==> src/rtl/demux_pkg.sv <==
// Shared defaults and select encodings for the 1-to-2 buffered demultiplexer.
package demux_pkg;

    localparam int unsigned DEF_WIDTH = 32;
    localparam int unsigned DEF_DEPTH = 2;

    typedef enum logic {
        SEL_OUT0 = 1'b0,
        SEL_OUT1 = 1'b1
    } sel_e;

endpackage

==> src/rtl/demux1to2_width32_fifo_sync.sv <==
// Single-clock FIFO with occupancy count; head word reads as zero while empty.
module fifo_sync #(
    parameter int unsigned WIDTH = 32,
    parameter int unsigned DEPTH = 2
) (
    input  logic                       clk,
    input  logic                       rst_n,
    input  logic                       push,
    input  logic [WIDTH-1:0]           wdata,
    input  logic                       pop,
    output logic [WIDTH-1:0]           rdata,
    output logic                       full,
    output logic                       empty,
    output logic [$clog2(DEPTH):0]     count
);

    localparam int unsigned AW = $clog2(DEPTH);
    localparam int unsigned CW = AW + 1;

    logic [WIDTH-1:0] mem [DEPTH];
    logic [AW-1:0]    wr_ptr;
    logic [AW-1:0]    rd_ptr;
    logic [CW-1:0]    cnt;
    logic             do_push;
    logic             do_pop;

    assign full    = (cnt == CW'(DEPTH));
    assign empty   = (cnt == '0);
    assign do_push = push && !full;
    assign do_pop  = pop && !empty;
    assign count   = cnt;
    assign rdata   = empty ? '0 : mem[rd_ptr];

    // DEPTH is a power of two, so pointers wrap by natural overflow.
    always_ff @(posedge clk or negedge rst_n) begin
        if (!rst_n) begin
            wr_ptr <= '0;
            rd_ptr <= '0;
            cnt    <= '0;
        end else begin
            if (do_push) wr_ptr <= wr_ptr + 1'b1;
            if (do_pop)  rd_ptr <= rd_ptr + 1'b1;
            case ({do_push, do_pop})
                2'b10:   cnt <= cnt + 1'b1;
                2'b01:   cnt <= cnt - 1'b1;
                default: cnt <= cnt;
            endcase
        end
    end

    always_ff @(posedge clk) begin
        if (do_push) mem[wr_ptr] <= wdata;
    end

endmodule

==> src/rtl/demux1to2_width32.sv <==
// Routes each accepted input word into one of two output FIFOs selected by in_sel.
module demux1to2_width32
    import demux_pkg::*;
#(
    parameter int unsigned WIDTH = DEF_WIDTH,
    parameter int unsigned DEPTH = DEF_DEPTH
) (
    input  logic                   clk,
    input  logic                   rst_n,
    input  logic                   in_valid,
    output logic                   in_ready,
    input  logic [WIDTH-1:0]       in_data,
    input  logic                   in_sel,
    output logic                   out0_valid,
    input  logic                   out0_ready,
    output logic [WIDTH-1:0]       out0_data,
    output logic [$clog2(DEPTH):0] out0_count,
    output logic                   out1_valid,
    input  logic                   out1_ready,
    output logic [WIDTH-1:0]       out1_data,
    output logic [$clog2(DEPTH):0] out1_count
);

    logic full0, full1;
    logic empty0, empty1;
    logic route1;
    logic push0, push1;

    // Anything other than a definite 1 (including X/Z) falls to out0.
    always_comb begin
        route1 = 1'b0;
        case (in_sel)
            SEL_OUT1: route1 = 1'b1;
            default:  route1 = 1'b0;
        endcase
    end

    always_comb begin
        in_ready = route1 ? !full1 : !full0;
        push0    = in_valid && in_ready && !route1;
        push1    = in_valid && in_ready &&  route1;
    end

    fifo_sync #(
        .WIDTH (WIDTH),
        .DEPTH (DEPTH)
    ) u_fifo0 (
        .clk   (clk),
        .rst_n (rst_n),
        .push  (push0),
        .wdata (in_data),
        .pop   (out0_ready),
        .rdata (out0_data),
        .full  (full0),
        .empty (empty0),
        .count (out0_count)
    );

    fifo_sync #(
        .WIDTH (WIDTH),
        .DEPTH (DEPTH)
    ) u_fifo1 (
        .clk   (clk),
        .rst_n (rst_n),
        .push  (push1),
        .wdata (in_data),
        .pop   (out1_ready),
        .rdata (out1_data),
        .full  (full1),
        .empty (empty1),
        .count (out1_count)
    );

    assign out0_valid = !empty0;
    assign out1_valid = !empty1;

endmodule
==> config.mk <==
export PLATFORM = sky130hd
export DESIGN_NAME = demux1to2_width32
export DESIGN_NICKNAME = d
export VERILOG_FILES = /design/src/rtl/demux_pkg.sv /design/src/rtl/demux1to2_width32_fifo_sync.sv /design/src/rtl/demux1to2_width32.sv
export SDC_FILE = /design/constraint.sdc
export NUM_CORES = 1
export LEC_CHECK = 0
export CAP_MARGIN = 20
export CORE_ASPECT_RATIO = 0.5
export CORE_UTILIZATION = 50
export DETAILED_ROUTE_END_ITERATION = 7
export DONT_BUFFER_PORTS = 1
export GPL_ROUTABILITY_DRIVEN = 0
export GPL_TIMING_DRIVEN = 0
export PLACE_DENSITY = 0.69
export SYNTH_ARGS = -nofsm -noshare
export SYNTH_HDL_FRONTEND = slang
export SYNTH_HIERARCHICAL = 1
export SYNTH_SLANG_ARGS = --single-unit
==> constraint.sdc <==
create_clock -name clk -period 6.7 [get_ports clk]
set_input_delay 0.67 -clock clk [delete_from_list [all_inputs] [get_ports clk]]
set_output_delay 0.67 -clock clk [all_outputs]
set_load 0.1 [all_outputs]
==> flow_summary.ini <==
[status]
outcome = completed

[floorplanning]
io-pin-count = 109
row_count = 26
die_h_um = 74.6
start_util = 0.516
die_w_um = 147
core_sq_mm = 0.0102
dieArea_sq_mm = 0.0110

[cells_and_area]
register_area_sq_mm = 0.00404
n_antenna_cell = 0
layout_common_cells = edfxtp_1 (128), nor2_2 (66), mux2i_1 (64)
fin_nets = 374
synthToLayoutAreaGrowth_pct = 19.6
drive_above_1_share = 0.349
fillCellCount = 748
fin_area_sq_mm = 0.00630
final_common_cell = edfxtp_1
multi_input_area_sq_mm = 0.00128
finalCoreUtilization = 0.617
stdcell_count = 487

[timing]
finalHoldViolCount = 0
setup_violations = 0
relSlewSlack = 0.266
grt_setup_unrepaired = false
fin_crit_sh = 0.532
skew_ns = 0.00798
tns_ns = 0
drv_slew = 0
fmax_ghz = 0.281
worst_pin_slew_ns = 1.10
min_period_ns = 3.56

[cts]
cts_buffers = 17
cts_resized = 0
root_buffer = clkbuf_16
clockBufferDepth = 2
cts_setup_buffers = 0
insertion_delay_ns = 0.41
cts_num_sinks = 136
clk_pin_slew_ns = 0.06
cts.htree.levels = 4
ctsHoldBuffers = 1
cts_tree = built

[worst_hold_path]
hold_path.class = primary input to register
hold_depth = 0

[drt]
vias = 2605
drtIter0Drc = 109
viasPerCell = 5.35
routed_wl_um = 10000
first_pass_iters = 4
drtAntennaViolNets = 0
wl_per_cell_um = 20.5
drc_errors = 0

[grt]
grt_pass1_wl_um = 14600
antenna_found_initial = 0
grt_pass1_vias = 2722
grt_usage = 0.189
globalRouteOverflowTotal = 0
grt_max_degree = 33

[critical_path]
cp_common_cell = nor2_2
cpLargestDelayFamily = simple AND/OR/NAND/NOR gates
crit_type = register to primary output
cp.required_ns = 6.03
arrival_ns = 2.89
cp.depth = 3
cp-start-kind = register
slowest_stage = dfrtp_1
critical_path.max_fanout = 10
crit_buf_inv = 1
cp_slowest_stage_delay_ns = 1.03
reg2regPathDepth = 4
worstPathCellList = nor2_2, buf_2, nor2_2
crit_path_end_kind = primary output

[synth]
seq_area_frac_synth = 0.768
yosysWarnings = 6
synth.avg_cell_area_sq_um = 16.9
yosysUniqueCellTypes = 18
syn-num-nets = 351
synth-seq-cells = 136
syn_inst = 311
synthesis.area_sq_mm = 0.00527

[placement]
placed_area_sq_mm = 0.00569
port_buffers = 0
dpl.hpwl_um = 6340
dp.cells = 454

[run]
maxCapViolCount = 0
## stage by stage
stage,hold WS [ns],worst slack [ns]
floorplan,0.374,3.20
global placement,0.375,2.13
detailed placement,0.375,3.52
CTS,0.343,3.08
global route,0.335,3.04
finish,0.355,3.14
## sequential cells by signal, summed over array words and instances (netlist names)
| name | cells |
|---|---|
| u_fifo0/wr_ptr | 1 |
| u_fifo1/rd_ptr | 1 |
| u_fifo0/mem | 64 |
| u_fifo0/count | 2 |
| u_fifo1/count | 2 |
| u_fifo1/wr_ptr | 1 |
| u_fifo1/mem | 64 |
| u_fifo0/rd_ptr | 1 |
## routing by layer
layer	wire length, um	vias up	track usage
li1	-	1183	-
met1	4160	1343	0.219
met2	5150	67	0.334
met3	581	12	0.0595
met4	112	0	0.0802
met5	0	-	0
## area by class of cell
class | count | share of cell area
clock inverters | 15 | 0.0280
repair buffers | 4 | 0.0115
well taps | 140 | 0.0278
plain buffers | 14 | 0.0179
clock buffers | 17 | 0.0675
flip-flops and latches | 136 | 0.642
multi-input cells | 157 | 0.203
inverters | 4 | 0.00238
## logic make-up (layout without fill, tap and decap cells)
family / Yosys count / after routing / share of synthesized area
DFF: 136 / 136 / 0.768
xor gates and xnor gates: 10 / 10 / 0.0166
muxes: 65 / 65 / 0.123
buffers and inverters: 18 / 54 / 0.0242
and+or+nand+nor: 80 / 80 / 0.0634
adders and majority gates: 2 / 2 / 0.00475
## worst reg2reg max path: stages (launching register included)
cell	delay (ns)
dfrtp_1	1.03
nand2b_1	0.25
inv_1	0.09
nor3b_1	0.23
and3_2	0.86
## Yosys cell counts
master      n  area (sq um)
edfxtp_1  128          3840
nor2_1     68           255
mux2i_1    65           651
dfrtp_1     8           200
buf_2       6          30.0
buf_6       6          67.6
xnor2_1     6          52.6
inv_1       4          15.0
xor2_1      4          35.0
and3_1      2          12.5
buf_4       2          15.0
ha_1        2          25.0
nand2_1     2          7.51
nand2b_1    2          12.5
nor2_2      2          12.5
nor2b_2     2          17.5
and3b_1     1          8.76
nor3b_1     1          7.51
## path summary, 6_finish.rpt
check                                        startpoint                            to  slack [ns]
max in group asynchronous                         rst_n  u_fifo0/count[1]$_DFFE_PN0P_        5.80
hold / removal                              in_data[17]  u_fifo1/mem[0][17]$_DFFE_PP_        0.35
setup reg to reg           u_fifo0/count[0]$_DFFE_PN0P_  u_fifo0/mem[1][14]$_DFFE_PP_        3.84
hold reg to reg              u_fifo0/wr_ptr$_DFFE_PN0P_    u_fifo0/wr_ptr$_DFFE_PN0P_        0.55
setup / recovery           u_fifo0/count[0]$_DFFE_PN0P_                 out0_data[10]        3.14
min in group asynchronous                         rst_n    u_fifo0/wr_ptr$_DFFE_PN0P_        0.62
Power is not shown: default switching activity piles up to over one toggle a cycle in this logic, so the estimate is an artifact.
